`src/rtl/mc_ctrl_pkg.sv`:
```
// Shared encodings for the multicycle MIPS control path: FSM states, ALU
// operation codes, datapath select codes and opcode/funct constants.
package mc_ctrl_pkg;

    typedef enum logic [2:0] {
        S_IF  = 3'd0,
        S_ID  = 3'd1,
        S_EX  = 3'd2,
        S_MEM = 3'd3,
        S_WB  = 3'd4
    } state_t;

    typedef enum logic [1:0] {
        BR_EQ  = 2'd0,
        BR_NE  = 2'd1,
        BR_GEZ = 2'd2,
        BR_LTZ = 2'd3
    } br_t;

    localparam logic [4:0] ALU_NOP  = 5'd0;
    localparam logic [4:0] ALU_LUI  = 5'd1;
    localparam logic [4:0] ALU_ADD  = 5'd2;
    localparam logic [4:0] ALU_SUB  = 5'd3;
    localparam logic [4:0] ALU_ADDU = 5'd4;
    localparam logic [4:0] ALU_SUBU = 5'd5;
    localparam logic [4:0] ALU_AND  = 5'd6;
    localparam logic [4:0] ALU_OR   = 5'd7;
    localparam logic [4:0] ALU_NOR  = 5'd8;
    localparam logic [4:0] ALU_XOR  = 5'd9;
    localparam logic [4:0] ALU_SLT  = 5'd10;
    localparam logic [4:0] ALU_SLTU = 5'd11;
    localparam logic [4:0] ALU_SLL  = 5'd12;
    localparam logic [4:0] ALU_SRL  = 5'd13;
    localparam logic [4:0] ALU_SRA  = 5'd14;
    localparam logic [4:0] ALU_SLLV = 5'd15;
    localparam logic [4:0] ALU_SRLV = 5'd16;
    localparam logic [4:0] ALU_SRAV = 5'd17;

    localparam logic [1:0] NPC_PLUS4  = 2'd0;
    localparam logic [1:0] NPC_BRANCH = 2'd1;
    localparam logic [1:0] NPC_JUMP   = 2'd2;

    localparam logic [1:0] WDSEL_ALU = 2'd0;
    localparam logic [1:0] WDSEL_MEM = 2'd1;
    localparam logic [1:0] WDSEL_PC  = 2'd2;

    localparam logic [1:0] REGDST_RT = 2'd0;
    localparam logic [1:0] REGDST_RD = 2'd1;
    localparam logic [1:0] REGDST_RA = 2'd2;

    localparam logic [1:0] SRCB_RD2  = 2'd0;
    localparam logic [1:0] SRCB_IMM  = 2'd1;
    localparam logic [1:0] SRCB_FOUR = 2'd2;

    localparam logic [5:0] OP_RTYPE  = 6'h00;
    localparam logic [5:0] OP_REGIMM = 6'h01;
    localparam logic [5:0] OP_J      = 6'h02;
    localparam logic [5:0] OP_JAL    = 6'h03;
    localparam logic [5:0] OP_BEQ    = 6'h04;
    localparam logic [5:0] OP_BNE    = 6'h05;
    localparam logic [5:0] OP_ADDI   = 6'h08;
    localparam logic [5:0] OP_ADDIU  = 6'h09;
    localparam logic [5:0] OP_SLTI   = 6'h0A;
    localparam logic [5:0] OP_ANDI   = 6'h0C;
    localparam logic [5:0] OP_ORI    = 6'h0D;
    localparam logic [5:0] OP_LUI    = 6'h0F;
    localparam logic [5:0] OP_LW     = 6'h23;
    localparam logic [5:0] OP_SW     = 6'h2B;

    localparam logic [4:0] RT_BLTZ = 5'd0;
    localparam logic [4:0] RT_BGEZ = 5'd1;

    localparam logic [5:0] FUNCT_SLL  = 6'h00;
    localparam logic [5:0] FUNCT_SRL  = 6'h02;
    localparam logic [5:0] FUNCT_SRA  = 6'h03;
    localparam logic [5:0] FUNCT_SLLV = 6'h04;
    localparam logic [5:0] FUNCT_SRLV = 6'h06;
    localparam logic [5:0] FUNCT_SRAV = 6'h07;
    localparam logic [5:0] FUNCT_ADD  = 6'h20;
    localparam logic [5:0] FUNCT_ADDU = 6'h21;
    localparam logic [5:0] FUNCT_SUB  = 6'h22;
    localparam logic [5:0] FUNCT_SUBU = 6'h23;
    localparam logic [5:0] FUNCT_AND  = 6'h24;
    localparam logic [5:0] FUNCT_OR   = 6'h25;
    localparam logic [5:0] FUNCT_XOR  = 6'h26;
    localparam logic [5:0] FUNCT_NOR  = 6'h27;
    localparam logic [5:0] FUNCT_SLT  = 6'h2A;
    localparam logic [5:0] FUNCT_SLTU = 6'h2B;

endpackage

```
`src/rtl/mc_ctrl_alu_dec.sv`:
```
// Combinational instruction decoder: maps latched Op/Funct/Rt to the ALU
// operation, immediate handling and the instruction class flags.
module mc_alu_dec
    import mc_ctrl_pkg::*;
(
    input  logic [5:0] Op,
    input  logic [5:0] Funct,
    input  logic [4:0] Rt,
    output logic [4:0] alu_op,
    output logic       ext_op,
    output logic [1:0] src_b,
    output br_t        br_kind,
    output logic       is_rtype,
    output logic       is_load,
    output logic       is_store,
    output logic       is_branch,
    output logic       is_jump,
    output logic       is_link,
    output logic       ovf_chk,
    output logic       is_illegal
);

    always_comb begin
        alu_op     = ALU_NOP;
        ext_op     = 1'b0;
        src_b      = SRCB_RD2;
        br_kind    = BR_EQ;
        is_rtype   = 1'b0;
        is_load    = 1'b0;
        is_store   = 1'b0;
        is_branch  = 1'b0;
        is_jump    = 1'b0;
        is_link    = 1'b0;
        ovf_chk    = 1'b0;
        is_illegal = 1'b0;
        case (Op)
            OP_RTYPE: begin
                is_rtype = 1'b1;
                case (Funct)
                    FUNCT_ADD:  begin alu_op = ALU_ADD; ovf_chk = 1'b1; end
                    FUNCT_ADDU: alu_op = ALU_ADDU;
                    FUNCT_SUB:  begin alu_op = ALU_SUB; ovf_chk = 1'b1; end
                    FUNCT_SUBU: alu_op = ALU_SUBU;
                    FUNCT_AND:  alu_op = ALU_AND;
                    FUNCT_OR:   alu_op = ALU_OR;
                    FUNCT_XOR:  alu_op = ALU_XOR;
                    FUNCT_NOR:  alu_op = ALU_NOR;
                    FUNCT_SLT:  alu_op = ALU_SLT;
                    FUNCT_SLTU: alu_op = ALU_SLTU;
                    FUNCT_SLL:  alu_op = ALU_SLL;
                    FUNCT_SRL:  alu_op = ALU_SRL;
                    FUNCT_SRA:  alu_op = ALU_SRA;
                    FUNCT_SLLV: alu_op = ALU_SLLV;
                    FUNCT_SRLV: alu_op = ALU_SRLV;
                    FUNCT_SRAV: alu_op = ALU_SRAV;
                    default:    is_illegal = 1'b1;
                endcase
            end
            OP_REGIMM: begin
                ext_op = 1'b1;
                case (Rt)
                    RT_BLTZ: begin is_branch = 1'b1; br_kind = BR_LTZ; end
                    RT_BGEZ: begin is_branch = 1'b1; br_kind = BR_GEZ; end
                    default: is_illegal = 1'b1;
                endcase
            end
            OP_J:     is_jump = 1'b1;
            OP_JAL:   begin is_jump = 1'b1; is_link = 1'b1; end
            OP_BEQ:   begin alu_op = ALU_SUB; ext_op = 1'b1; is_branch = 1'b1; br_kind = BR_EQ; end
            OP_BNE:   begin alu_op = ALU_SUB; ext_op = 1'b1; is_branch = 1'b1; br_kind = BR_NE; end
            OP_ADDI:  begin alu_op = ALU_ADD;  ext_op = 1'b1; src_b = SRCB_IMM; ovf_chk = 1'b1; end
            OP_ADDIU: begin alu_op = ALU_ADDU; ext_op = 1'b1; src_b = SRCB_IMM; end
            OP_SLTI:  begin alu_op = ALU_SLT;  ext_op = 1'b1; src_b = SRCB_IMM; end
            OP_ANDI:  begin alu_op = ALU_AND;  src_b = SRCB_IMM; end
            OP_ORI:   begin alu_op = ALU_OR;   src_b = SRCB_IMM; end
            OP_LUI:   begin alu_op = ALU_LUI;  src_b = SRCB_IMM; end
            OP_LW:    begin alu_op = ALU_ADDU; ext_op = 1'b1; src_b = SRCB_IMM; is_load = 1'b1; end
            OP_SW:    begin alu_op = ALU_ADDU; ext_op = 1'b1; src_b = SRCB_IMM; is_store = 1'b1; end
            default:  is_illegal = 1'b1;
        endcase
    end

endmodule

```
`src/rtl/mc_ctrl.sv`:
```
// Multicycle control FSM: sequences IF/ID/EX/MEM/WB and drives the datapath
// enables and selects from the current state and the decoded instruction.
module mc_ctrl
    import mc_ctrl_pkg::*;
#(
    parameter bit TRAP_ON_OVF = 1'b1
) (
    input  logic       clk,
    input  logic       rst,
    input  logic [5:0] Op,
    input  logic [5:0] Funct,
    input  logic [4:0] Rt,
    input  logic       Zero,
    input  logic       Gez,
    input  logic       Overflow,
    output logic       PCWrite,
    output logic       IRWrite,
    output logic       RegWrite,
    output logic       MemWrite,
    output logic [4:0] ALUOp,
    output logic       ALUSrcA,
    output logic [1:0] ALUSrcB,
    output logic       EXTOp,
    output logic [1:0] RegDst,
    output logic [1:0] WDSel,
    output logic [1:0] NPCOp,
    output logic       ovf_exc,
    output logic       ill_instr,
    output logic [2:0] state
);

    state_t     st;
    logic       hold;
    logic       ovf_q;
    logic [4:0] alu_op;
    logic [1:0] src_b;
    br_t        br_kind;
    logic       ext_op, is_rtype, is_load, is_store, is_branch;
    logic       is_jump, is_link, ovf_chk, is_illegal, br_taken;

    mc_alu_dec u_dec (
        .Op(Op), .Funct(Funct), .Rt(Rt),
        .alu_op(alu_op), .ext_op(ext_op), .src_b(src_b), .br_kind(br_kind),
        .is_rtype(is_rtype), .is_load(is_load), .is_store(is_store),
        .is_branch(is_branch), .is_jump(is_jump), .is_link(is_link),
        .ovf_chk(ovf_chk), .is_illegal(is_illegal)
    );

    // hold keeps every output quiet for the cycle after reset, before the first fetch
    always_ff @(posedge clk) begin
        if (rst) begin
            st    <= S_IF;
            hold  <= 1'b1;
            ovf_q <= 1'b0;
        end else if (hold) begin
            hold <= 1'b0;
        end else begin
            case (st)
                S_IF: st <= S_ID;
                S_ID: begin
                    ovf_q <= 1'b0;
                    if (is_illegal)   st <= S_IF;
                    else if (is_jump) st <= is_link ? S_WB : S_IF;
                    else              st <= S_EX;
                end
                S_EX: begin
                    ovf_q <= Overflow & ovf_chk;
                    if (is_branch)                st <= S_IF;
                    else if (is_load || is_store) st <= S_MEM;
                    else                          st <= S_WB;
                end
                S_MEM:   st <= is_store ? S_IF : S_WB;
                S_WB:    st <= S_IF;
                default: st <= S_IF;
            endcase
        end
    end

    always_comb begin
        case (br_kind)
            BR_EQ:   br_taken = Zero;
            BR_NE:   br_taken = ~Zero;
            BR_GEZ:  br_taken = Gez;
            default: br_taken = ~Gez;
        endcase
    end

    always_comb begin
        PCWrite   = 1'b0;
        IRWrite   = 1'b0;
        RegWrite  = 1'b0;
        MemWrite  = 1'b0;
        ALUOp     = ALU_NOP;
        ALUSrcA   = 1'b0;
        ALUSrcB   = SRCB_RD2;
        EXTOp     = 1'b0;
        RegDst    = REGDST_RT;
        WDSel     = WDSEL_ALU;
        NPCOp     = NPC_PLUS4;
        ovf_exc   = 1'b0;
        ill_instr = 1'b0;
        if (!hold) begin
            case (st)
                S_IF: begin
                    IRWrite = 1'b1;
                    PCWrite = 1'b1;
                    ALUSrcB = SRCB_FOUR;
                    ALUOp   = ALU_ADDU;
                end
                S_ID: begin
                    if (is_illegal) begin
                        ill_instr = 1'b1;
                    end else if (is_jump && !is_link) begin
                        PCWrite = 1'b1;
                        NPCOp   = NPC_JUMP;
                    end
                end
                S_EX: begin
                    ALUOp   = alu_op;
                    ALUSrcA = 1'b1;
                    ALUSrcB = src_b;
                    EXTOp   = ext_op;
                    if (is_branch && br_taken) begin
                        PCWrite = 1'b1;
                        NPCOp   = NPC_BRANCH;
                    end
                end
                S_MEM: MemWrite = is_store;
                S_WB: begin
                    if (TRAP_ON_OVF && ovf_q) ovf_exc  = 1'b1;
                    else                      RegWrite = 1'b1;
                    RegDst = is_link ? REGDST_RA : (is_rtype ? REGDST_RD : REGDST_RT);
                    WDSel  = is_link ? WDSEL_PC  : (is_load  ? WDSEL_MEM : WDSEL_ALU);
                    if (is_link) begin
                        PCWrite = 1'b1;
                        NPCOp   = NPC_JUMP;
                    end
                end
                default: ;
            endcase
        end
    end

    assign state = st;

endmodule

```
`config.mk`:
```
export PLATFORM = sky130hd
export DESIGN_NAME = mc_ctrl
export DESIGN_NICKNAME = d
export VERILOG_FILES = /design/src/rtl/mc_ctrl_pkg.sv /design/src/rtl/mc_ctrl_alu_dec.sv /design/src/rtl/mc_ctrl.sv
export SDC_FILE = /design/constraint.sdc
export NUM_CORES = 1
export LEC_CHECK = 0
export BUFFER_PORTS_ARGS = -buffer_cell sky130_fd_sc_hd__buf_4
export CAP_MARGIN = 0
export CORE_ASPECT_RATIO = 1.2
export CORE_UTILIZATION = 24
export DETAILED_ROUTE_END_ITERATION = 12
export GPL_TIMING_DRIVEN = 1
export HOLD_SLACK_MARGIN = 0.15
export PLACE_DENSITY_LB_ADDON = 0.25
export SLEW_MARGIN = 20
export SYNTH_ARGS = -nofsm -noshare
export SYNTH_HDL_FRONTEND = slang
export SYNTH_SLANG_ARGS = --single-unit
```
`constraint.sdc`:
```
create_clock -name clk -period 4.8 [get_ports clk]
set_clock_uncertainty 0.1 [all_clocks]
set_input_delay 0 -clock clk [delete_from_list [all_inputs] [get_ports clk]]
set_output_delay 0 -clock clk [all_outputs]
set_load 0.005 [all_outputs]
```
After elaboration in Yosys (flattened, before gate mapping)
Cells that the tools add are included.
- bitwise operators: 4
- reductions and logical operators: 20
- muxes and demuxes: 69
- equal/unequal tests: 35
- operator list (operator ; count):
    5-bit case mux with 16 select lines ; 1
    6-bit equality test (second input constant) ; 12
    5-bit case mux with 8 select lines ; 1
    1-bit two-way mux ; 37
    6-bit by 4-bit equality test with 1-bit output (second input constant) ; 6
    6-bit by 3-bit equality test with 1-bit output (second input constant) ; 5
    6-bit by 2-bit equality test with 1-bit output (second input constant) ; 4
    2-bit two-way mux ; 11
    3-bit two-way mux ; 6
    16-bit OR reduction ; 1
    8-bit OR reduction ; 2
    6-bit logical NOT ; 2
    2-bit case mux with 2 select lines ; 3
    3-bit case mux with 4 select lines ; 1
    12-bit OR reduction ; 1
    5-bit case mux with 2 select lines ; 1
    2-bit OR reduction ; 4
    3-bit by 2-bit equality test with 1-bit output (second input constant) ; 2
    6-bit by 1-bit equality test with 1-bit output (second input constant) ; 1
    1-bit case mux with 2 select lines ; 3
    1-bit case mux with 3 select lines ; 2
    2-bit case mux with 3 select lines ; 1
    5-bit by 1-bit equality test with 1-bit output (second input constant) ; 1
    5-bit logical NOT ; 1
    16 further kinds ; 19
- logic and storage cells: 131
- output and inout port bits: 24
- bits in registers: 5

Logic depth before layout (Yosys ltp)
Gate-level depths: netlist of the first run.
- depth in word-level cells: 9
- depth in mapped cells: 7

Hierarchy
Synthesis of the first run repeated with hierarchy kept, for this count alone.
- cell total of the unflattened synthesis: 170
- area total of the unflattened synthesis: 1111.1 sq um
- by module, submodules not included (module ; instances ; sequential area each (sq um) ; cells an instance ; area an instance (sq um)):
    mc_alu_dec ; 1 ; 0.0 ; 102 ; 615.6
    mc_ctrl ; 1 ; 100.1 ; 68 ; 495.5

Worst setup path after synthesis of the first run
No wires, ideal clock.
- path type: reg-to-reg
- start point: register hold
- end point: register st[2], in the netlist state[2]
- buffers on the path: 1
- required time: 4630 ps
- path slack: 3278 ps
- arrival: 1352 ps
- cell stages (with the launch flop): 7
- setup time: 70 ps
- cell sequence: dfxtp_1 clkbuf_1 nor2_1 nand3_1 nor3b_1 o21ai_0 a21oi_1
- RTL lines (element ; line ; source):
    start: declaration ; mc_ctrl.sv:33 ; logic hold;
    start signal: assignment ; mc_ctrl.sv:53 ; hold <= 1'b1;
    start signal: assignment ; mc_ctrl.sv:56 ; hold <= 1'b0;
    end signal: assignment ; mc_ctrl.sv:63 ; else if (is_jump) st <= is_link ? S_WB : S_IF;
    end signal: assignment ; mc_ctrl.sv:72 ; S_MEM: st <= is_store ? S_IF : S_WB;
    end: declaration ; mc_ctrl.sv:32 ; state_t st;

Worst setup path in the final report of the first run
- start point: input port Op[4]
- end point: output port ALUOp[2]
- cells in the longest elaborated chain, start to end: 5
- ends and longest elaborated chain (element ; line ; source):
    start: declaration ; mc_ctrl.sv:10 ; input logic [5:0] Op,
    6-bit by 4-bit equality test with 1-bit output (tied with other cells) ; mc_ctrl_alu_dec.sv:36 ; case (Op)
    3-bit OR reduction (no source line) / 2-bit OR reduction (equally long branches) ; n/a ;
    5-bit case mux with 8 select lines (*) ; mc_ctrl_alu_dec.sv:36 ;
    5-bit case mux with 2 select lines (*) ; mc_ctrl.sv:103 ; case (st)
    5-bit two-way mux (*) ; mc_ctrl.sv:102 ; if (!hold) begin
    end: declaration ; mc_ctrl.sv:20 ; output logic [4:0] ALUOp,
Every way passes the cells marked *; elsewhere a longest branch is shown, timed or not.

==> run metrics, run 1 <==
CP required 4.70 ns; FP Rows 26; Pleak 0.560 nW; first-pass GRT wire length 5340 um; CTS tree yes; beginning of the worst hold path Overflow; status completed; placed cells 255; combinational power share 0.381; Total Routing Usage GR 0.140; HP Class input port to flip-flop; Final Setup Violations 0; Crit Path Max Fanout 11; Clock Tree Root clkbuf_8; largest family of logic cells by synthesized area simple AND/OR/NAND/NOR gates; Worst setup EP type output port; GP Congestion 0.742; fin. max-slew vios 0; Seq/Total Area, Yosys 0.0952; Total Power 0.199 mW; dpl hpwl 2550 um; clk buf depth 2; Tightest Pin Transition 0.612 ns; Worst R2R Start state[2]; clk sinks 5; crit path buf inv count 3; Max stage delay on crit path 0.53 ns; Post-Syn Area 1050 um^2; Max-Cap Viols 0; largest net degree at the start of global routing 23; post-cts sizing count 0; vias in the first global route 1192; DRT Wirelength 3380 um; Die X 62.4 um; Area growth syn-to-layout 37.5%; sw power 0.0642 mW; register bit count reported by yosys 5; setup bufs post-CTS 0; Post-Synth Adder-Cell Area 0.00952; Starting Density 0.249; Tmin final 2.33 ns; htree depth 1; Compound-Gate Fraction of Synth Area 0.330; most repeated library cell on the critical path buf_4; switching part of the total 0.322; Avg Inst Size Synth 6.11 um^2; Yosys warnings 0; post-route insts no fill 261; P_int 0.135 mW; share of cells above drive strength 1 0.254; RSZ-0062 raised after global routing false; Clock power frac 0.382; CP max-delay cell dlygate4sd3_1; die span in y 74.5 um; Worst Path Arrival 2.23 ns; Setup CP Type input port to output port; die area 4650 um^2; Synth cell types 46; relative slew slack 0.588; pwr dens 138 nW/um^2; setup_tns 0 ns; clock-pin slew on the worst setup and hold paths 0.04 ns; Final Hold Viols 0; Post-synth EDFFs 0; Worst setup SP type input port; clk_lat worst skew 0.22 ns; DRC violations left 0; top_reg_cell synth dfxtp_1; fmax 429 MHz; first-pass detailed-route iteration total 4; async set or reset register ratio after synthesis 0; post-synthesis simple-gate area fraction 0.443; Avg WL per Cell 12.9 um; DR vias 1355; post-DR vias/cell 5.19; cell family with most CP delay buffers and inverters; post-route ant nets 0; crit path cell chain dlygate4sd3_1, buf_4, nor4_4, nand2_2, o21bai_1, a2111o_1, a21oi_1, buf_4; xor/xnor share of the synthesized area 0.0167; CTS buffer count 3; Sequential Power Share 0.237; Peak VDD IR 0.0000485 V; gr ovfl total 0; Synth Net Count 194; mux contribution to synthesized area 0.00952; Layout Nets 228; initial antenna violation count 0; CP startpoint Op[4]; Synth Instances 172; core area 4230 um^2; Inserted Diodes 0; fin crit share 0.486; number of DRC markers in iteration 0 89; I/O pins 46; I/O Buffers 45
[per-layer routing]
| layer | vias up | share of wire | GRT usage |
|---|---|---|---|
| li1 | 699 | - | - |
| met1 | 621 | 0.44 | 0.177 |
| met2 | 35 | 0.52 | 0.266 |
| met3 | 0 | 0.041 | 0.0138 |
| met4 | 0 | 0 | 0.0155 |
| met5 | - | 0 | 0 |
[cells by family (layout without fill, tap and decap cells)]
| logic type | count (synthesis) | count (layout) |
|---|---|---|
| buffers and inverters | 24 | 57 |
| DFF | 5 | 5 |
| muxes | 1 | 1 |
| and+or+nand+nor | 87 | 87 |
| adders and majority gates | 1 | 1 |
| AOI/OAI and AO/OA | 52 | 52 |
| xor gates and xnor gates | 2 | 2 |
[cell usage after synthesis, drive strengths merged (3+ instances only)]
cell type  instances  area share
nor2              22       0.079
a21oi             18       0.086
nand2             18       0.067
clkbuf            10       0.036
nor4               9       0.068
buf                8       0.039
nand2b             7       0.042
inv                6       0.021
nor3               6       0.029
o21bai             6       0.043
dfxtp              5       0.095
nand3              5       0.024
nor3b              5       0.036
a31oi              4       0.024
nor2b              4       0.024
o21ai              4       0.019
a211oi             3       0.021
[power by group through the flow]
stage / sequential, mW / clock (mW) / combinational [mW]
floorplan: 0.0445 / 0 / 0.0473
global placement: 0.0479 / 0 / 0.0748
detailed placement: 0.0479 / 0 / 0.0749
CTS: 0.0472 / 0.0773 / 0.0765
global route: 0.0479 / 0.0801 / 0.0837
finish: 0.0472 / 0.0762 / 0.0759
[layout make-up]
cell class	count	area [um^2]
fillers	490	2780
multi-input cells	143	850
repair buffers	47	358
flip-flops and latches	5	100
well taps	56	70.1
clock buffers	4	45.0
inverters	6	22.5
[path summary, 6_finish.rpt]
check	to	slack, ns	cells after the start
max reg2reg	state[2]	2.97	5
min reg2reg	ovf_q	0.37	2
max	ALUOp[2]	2.47	8
min	ovf_q	0.15	5
[sequential cells by signal, indices dropped and copies added, names as in the netlist]
name and count:
hold 1, ovf_q 1, state 3
[worst min-delay path: stages]
cell and delay, ns:
buf_4 0.11, nand4_1 0.08, nor3_1 0.05, o21bai_1 0.11
a21oi_1 0.06
[what timing repair did]
item                       CTS  global route
hold buffers                 2             0
setup endpoints to repair    0             0
hold endpoints to repair     5             0
[cells in the final DEF (no fill, tap or decap), types with 3 or more instances in the layout]
cell type / count
a211oi_1: 3
a21oi_1: 18
a31oi_1: 4
buf_4: 45
clkbuf_8: 3
dfxtp_1: 5
inv_1: 6
nand2_1: 17
nand2b_1: 7
nand3_1: 5
nor2_1: 22
nor2b_1: 4
nor3_1: 6
nor3b_1: 5
nor4_1: 8
o21ai_0: 4
o21bai_1: 6
[through the flow]
step	utilization	hold slack, ns	area (um^2)	worst slack (ns)
2_1_floorplan	-	-0.0723	1050	3.28
3_3_place_gp	0.326	0.0606	1380	2.99
3_5_place_dp	0.326	0.0606	1380	3.01
4_1_cts	0.342	0.153	1450	2.46
5_1_grt	0.342	0.172	1450	2.34
6_report	0.342	0.147	1450	2.47
(Power assumes the default switching activity.)
==> inputs of run 2 (changes only) <==
clock period = 2.2 ns   (was 4.8 ns; I/O delays follow)
==> run 2 against run 1 <==
Against the previous run: final area up 2.3%; sequential cell count unchanged; sequential power up 110%; hold slack better by 0.037 ns; critical path type is now flip-flop to output port; largest cell class unchanged.
==> run metrics, run 2 (synthesized netlist as in run 1, its figures left out) <==
Tmin final 1.95 ns; status completed; post-route ant nets 0 (unchanged); CTS tree yes; GP Congestion 0.781 (+5.3%); initial antenna violation count 0 (unchanged); Worst Path Arrival 1.85 ns (-0.38 ns); first-pass GRT wire length 5870 um (+9.9%); Max-Cap Viols 0 (unchanged); relative slew slack 0.659 (+0.0707); Worst setup EP type output port; clk_lat worst skew 0.22 ns (about the same); gr ovfl total 0 (unchanged); HP Class input port to flip-flop; P_int 0.301 mW (+120%); Starting Density 0.249 (unchanged); share of cells above drive strength 1 0.263 (+0.00950); CTS buffer count 3 (unchanged); post-route insts no fill 265 (+1.5%); Area growth syn-to-layout 40.6%; post-cts sizing count 0 (unchanged); Final Hold Viols 0 (unchanged); FP Rows 26 (unchanged); Avg WL per Cell 13.1 um (+1.2%); most common cell after layout, fill and taps aside buf_4; clk sinks 5 (unchanged); most frequent cells in the layout buf_4 (48), nor2_1 (22), a21oi_1 (18); Peak VDD IR 0.000113 V (+130%); Final Setup Violations 0 (unchanged); pwr dens 304 nW/um^2 (+120%); max FFs per register 3 (unchanged); Setup CP Type flip-flop to output port; Tightest Pin Transition 0.507 ns (-0.105 ns); die span in y 74.5 um (unchanged); fmax 514 MHz; setup bufs post-CTS 0 (unchanged); number of DRC markers in iteration 0 78 (-12%); vias in the first global route 1266 (+6.2%); DRC violations left 0 (unchanged); RSZ-0062 raised after global routing false; Pleak 0.580 nW (+3.5%); DR vias 1432 (+5.7%); largest net degree at the start of global routing 23 (unchanged); clock-pin slew on the worst setup and hold paths 0.04 ns (about the same); CP required 2.10 ns (-2.60 ns); DRT Wirelength 3470 um (+2.8%); post-DR vias/cell 5.40 (+4.1%); fin crit share 0.885; clk buf depth 2 (unchanged); I/O pins 46 (unchanged); Inserted Diodes 0 (unchanged); core area 4230 um^2 (unchanged); Worst setup SP type flip-flop; placed cells 258 (+1.2%); combinational power share 0.387 (+0.006); first-pass detailed-route iteration total 4 (unchanged); dpl hpwl 2570 um (+0.41%); htree depth 1 (unchanged); Die X 62.4 um (unchanged); I/O Buffers 45 (unchanged); Total Routing Usage GR 0.155 (+0.0153); die area 4650 um^2 (unchanged); switching part of the total 0.332 (+0.0101); Crit Path Max Fanout 12 (+1); sw power 0.149 mW (+130%); Sequential Power Share 0.224 (-0.013); Clock power frac 0.390 (+0.008); setup_tns 0 ns (unchanged); fin. max-slew vios 0 (unchanged); Layout Nets 232 (+1.8%); Clock Tree Root clkbuf_8
## run 2: cell types whose count changed in the layout (fill, tap and decap cells not counted), sizes merged
cell	previous run	this run
buf	45	48
dlygate4sd3	2	3
## run 2: metal layers
metal / vias up / share of wire / GRT usage
li1: 708 / - / -
met1: 675 / 0.43 / 0.194
met2: 45 / 0.52 / 0.280
met3: 4 / 0.041 / 0.0169
met4: 0 / 0.012 / 0.0517
met5: - / 0 / 0
## run 2: cell type report
class / instances / area (um^2)
fill: 505 / 2750
clock buffer: 4 / 45.0
tap: 56 / 70.1
timing repair buffer: 51 / 390
sequential: 5 / 100
inverter: 6 / 22.5
multi-input combinational: 143 / 850
## run 2: final timing paths
| kind | slack, ns | end | cells past startpoint | start |
|---|---|---|---|---|
| hold / removal | 0.18 | state[1] | 5 | Rt[4] |
| setup / recovery | 0.25 | ALUOp[3] | 6 | state[2] |
| hold reg to reg | 0.37 | ovf_q | 2 | ovf_q |
| setup reg to reg | 0.34 | state[2] | 5 | state[2] |
## run 2: what timing repair did
| item | CTS | global route |
|---|---|---|
| endpoints found under the hold margin | 5 | 0 |
| hold buffers | 3 | 0 |
| setup endpoints to repair | 0 | 0 |
## run 2: power groups by stage
| stage | sequential [mW] | combinational (mW) | clock (mW) |
|---|---|---|---|
| 2_1_floorplan | 0.0972 | 0.103 | 0 |
| 3_3_place_gp | 0.102 | 0.170 | 0 |
| 3_5_place_dp | 0.102 | 0.170 | 0 |
| 4_1_cts | 0.101 | 0.175 | 0.174 |
| 5_1_grt | 0.101 | 0.196 | 0.184 |
| 6_report | 0.101 | 0.174 | 0.175 |
## run 2: worst max-delay path, cell delays in order (launching register included)
cell	delay, ns
dfxtp_1	0.42
nor2_1	0.31
nand3_1	0.24
nor2_1	0.21
nand2_1	0.12
nor3_1	0.17
buf_4	0.15
## run 2: through the flow
| stage | hold slack, ns | power (mW) | instance area (um^2) | util | worst slack (ns) |
|---|---|---|---|---|---|
| 2_1_floorplan | -0.0723 | 0.200 | 1050 | - | 0.678 |
| 3_3_place_gp | 0.0628 | 0.272 | 1400 | 0.332 | 0.480 |
| 3_5_place_dp | 0.0594 | 0.272 | 1400 | 0.332 | 0.370 |
| 4_1_cts | 0.193 | 0.449 | 1480 | 0.349 | 0.266 |
| 5_1_grt | 0.250 | 0.481 | 1480 | 0.349 | 0.0882 |
| 6_report | 0.184 | 0.450 | 1480 | 0.349 | 0.254 |
==> inputs of run 3 (changes only) <==
--- a/config.mk
+++ b/config.mk
@@ -12,5 +12,6 @@
 export DETAILED_ROUTE_END_ITERATION = 12
-export GPL_TIMING_DRIVEN = 1
+export GPL_TIMING_DRIVEN = 0
 export HOLD_SLACK_MARGIN = 0.15
 export PLACE_DENSITY_LB_ADDON = 0.25
+export SETUP_SLACK_MARGIN = 0.4
 export SLEW_MARGIN = 20
--- a/constraint.sdc
+++ b/constraint.sdc
@@ -4,2 +4,2 @@
 set_output_delay 0 -clock clk [all_outputs]
-set_load 0.005 [all_outputs]
+set_load 0.01 [all_outputs]
==> run 3 against run 2 <==
Against the previous run: clock-buffer cell count unchanged; critical path depth up 1; non-clock buffer count increased by 16; maximum frequency grew 7.7%; sequential share of layout area shrank 0.49 points; sequential cell count is the same; core utilization is 3.2 points higher; critical path type unchanged; critical endpoint unchanged.
==> run metrics, run 3 (synthesized netlist as in run 1, its figures left out) <==
Area after DPL 1440 um^2 (+2.9%); Peak VDD IR 0.000245 V (+120%); clk buf depth 2 (unchanged); pwr dens 285 nW/um^2 (-6.3%); fmax 553 MHz (+7.7%); first-pass GRT wire length 5640 um (-4.0%); share of cells above drive strength 1 0.329 (+0.0657); most common cell after layout, fill and taps aside buf_4; Layout Nets 248 (+6.9%); Final Setup Violations 0 (unchanged); number of DRC markers in iteration 0 80 (+2.6%); CP required 2.10 ns (about the same); Avg WL per Cell 12.8 um (-2.1%); Tmin final 1.81 ns (-0.139 ns); DR vias 1416 (-1.1%); clk sinks 5 (unchanged); Inserted Diodes 0 (unchanged); Tightest Pin Transition 0.530 ns (+0.0233 ns); Die X 62.4 um (unchanged); Area growth syn-to-layout 53.5%; Pleak 0.640 nW (+10%); fin crit share 0.822 (-0.0631); I/O pins 46 (unchanged); Max stage delay on crit path 0.29 ns (-0.13 ns); Crit Path Max Fanout 10 (-2); Final Hold Viols 0 (unchanged); core area 4230 um^2 (unchanged); fin. max-slew vios 0 (unchanged); gr ovfl total 0 (unchanged); vias in the first global route 1237 (-2.3%); most frequent cells in the layout buf_4 (48), nor2_1 (19), a21oi_1 (18); final instance area 1610 um^2 (+9.1%); crit path cell chain clkbuf_2, nor2_4, nand3_2, nor2_4, nand2_1, nor3_1, buf_4; multi-input logic area 908 um^2 (+6.9%); relative slew slack 0.647 (-0.0124); RSZ-0062 raised after global routing true; Worst setup SP type flip-flop; CTS tree yes; CP max-delay cell dfxtp_1; max FFs per register 3 (unchanged); die area 4650 um^2 (unchanged); clock-pin slew on the worst setup and hold paths 0.04 ns (about the same); post-route ant nets 0 (unchanged); GP Congestion 0.787 (+0.72%); Clock Tree Root clkbuf_8; initial antenna violation count 0 (unchanged); setup_tns 0 ns (unchanged); HP Class input port to flip-flop; dpl hpwl 2690 um (+4.7%); first-pass detailed-route iteration total 4 (unchanged); CTS buffer count 3 (unchanged); post-DR vias/cell 5.04 (-6.7%); Starting Density 0.249 (unchanged); Setup CP Type flip-flop to output port; DRC violations left 0 (unchanged); I/O Buffers 43 (-4.4%); register area 101 um^2 (+1.2%); clk_lat worst skew 0.22 ns (about the same); Total Routing Usage GR 0.145 (-0.0109); largest net degree at the start of global routing 11 (-52%); DRT Wirelength 3600 um (+3.8%); final core area utilization 0.381 (+0.0320); most repeated library cell on the critical path nor2_4; Filler cells 469 (-7.1%); Max-Cap Viols 0 (unchanged); Worst Path Arrival 1.71 ns (-0.14 ns); FP Rows 26 (unchanged); die span in y 74.5 um (unchanged); Worst setup EP type output port; status completed; htree depth 1 (unchanged)
[run 3: cell types whose count changed in the layout (fill, tap and decap cells not counted), sizes merged]
cell | previous run | this run
clkbuf | 4 | 14
dlygate4sd3 | 3 | 2
buf | 48 | 55
[run 3: critical path, delay by kind of cell, from the launching register on]
family                 cells  cell delay, ns
flip-flops                 1            0.29
AND/OR/NAND/NOR            5            0.83
buffers and inverters      2            0.37
[run 3: power by group]
group / switching (mW) / total [mW] / internal (mW)
sequential: 0.00304 / 0.0971 / 0.0941
combinational: 0.108 / 0.194 / 0.0864
clock: 0.0445 / 0.169 / 0.124
total: 0.155 / 0.460 / 0.305
[run 3: metrics by stage]
| step | std cells | setup WS, ns | hold WS, ns | power, mW |
|---|---|---|---|---|
| after floorplan | 172 | 0.536 | -0.0723 | 0.204 |
| after global placement | 271 | 0.226 | 0.0612 | 0.278 |
| after detailed placement | 271 | 0.239 | 0.0653 | 0.277 |
| after CTS | 278 | 0.371 | 0.200 | 0.455 |
| after global routing | 281 | 0.249 | 0.222 | 0.488 |
| final | 281 | 0.393 | 0.197 | 0.460 |
[run 3: worst paths after layout]
check | from | end | slack [ns] | depth (start not counted)
setup / recovery | hold | ALUOp[3] | 0.39 | 7
setup reg to reg | hold | state[2] | 0.52 | 6
hold reg to reg | ovf_q | ovf_q | 0.37 | 2
hold / removal | Rt[4] | state[1] | 0.20 | 5
[run 3: area by class of cell]
type                    count  share of cell area
flip-flops and latches      5              0.0628
clock buffers               4              0.0279
multi-input cells         143               0.563
repair buffers             49               0.231
inverters                   6              0.0140
well taps                  56              0.0434
plain buffers              18              0.0574
[run 3: repair_timing]
action                                  in CTS  in global routing
endpoints found under the setup margin      12                 12
buffers inserted                             1                  3
cloned                                       0                  0
hold buffers                                 2                  0
pin swaps                                    1                  2
endpoints found under the hold margin        5                  0
gates resized for setup                     13                  7
[run 3: layer usage]
metal,wire (um),GRT usage
met4,0,0
met3,143,0.0184
met1,1610,0.187
met2,1850,0.272
met5,0,0
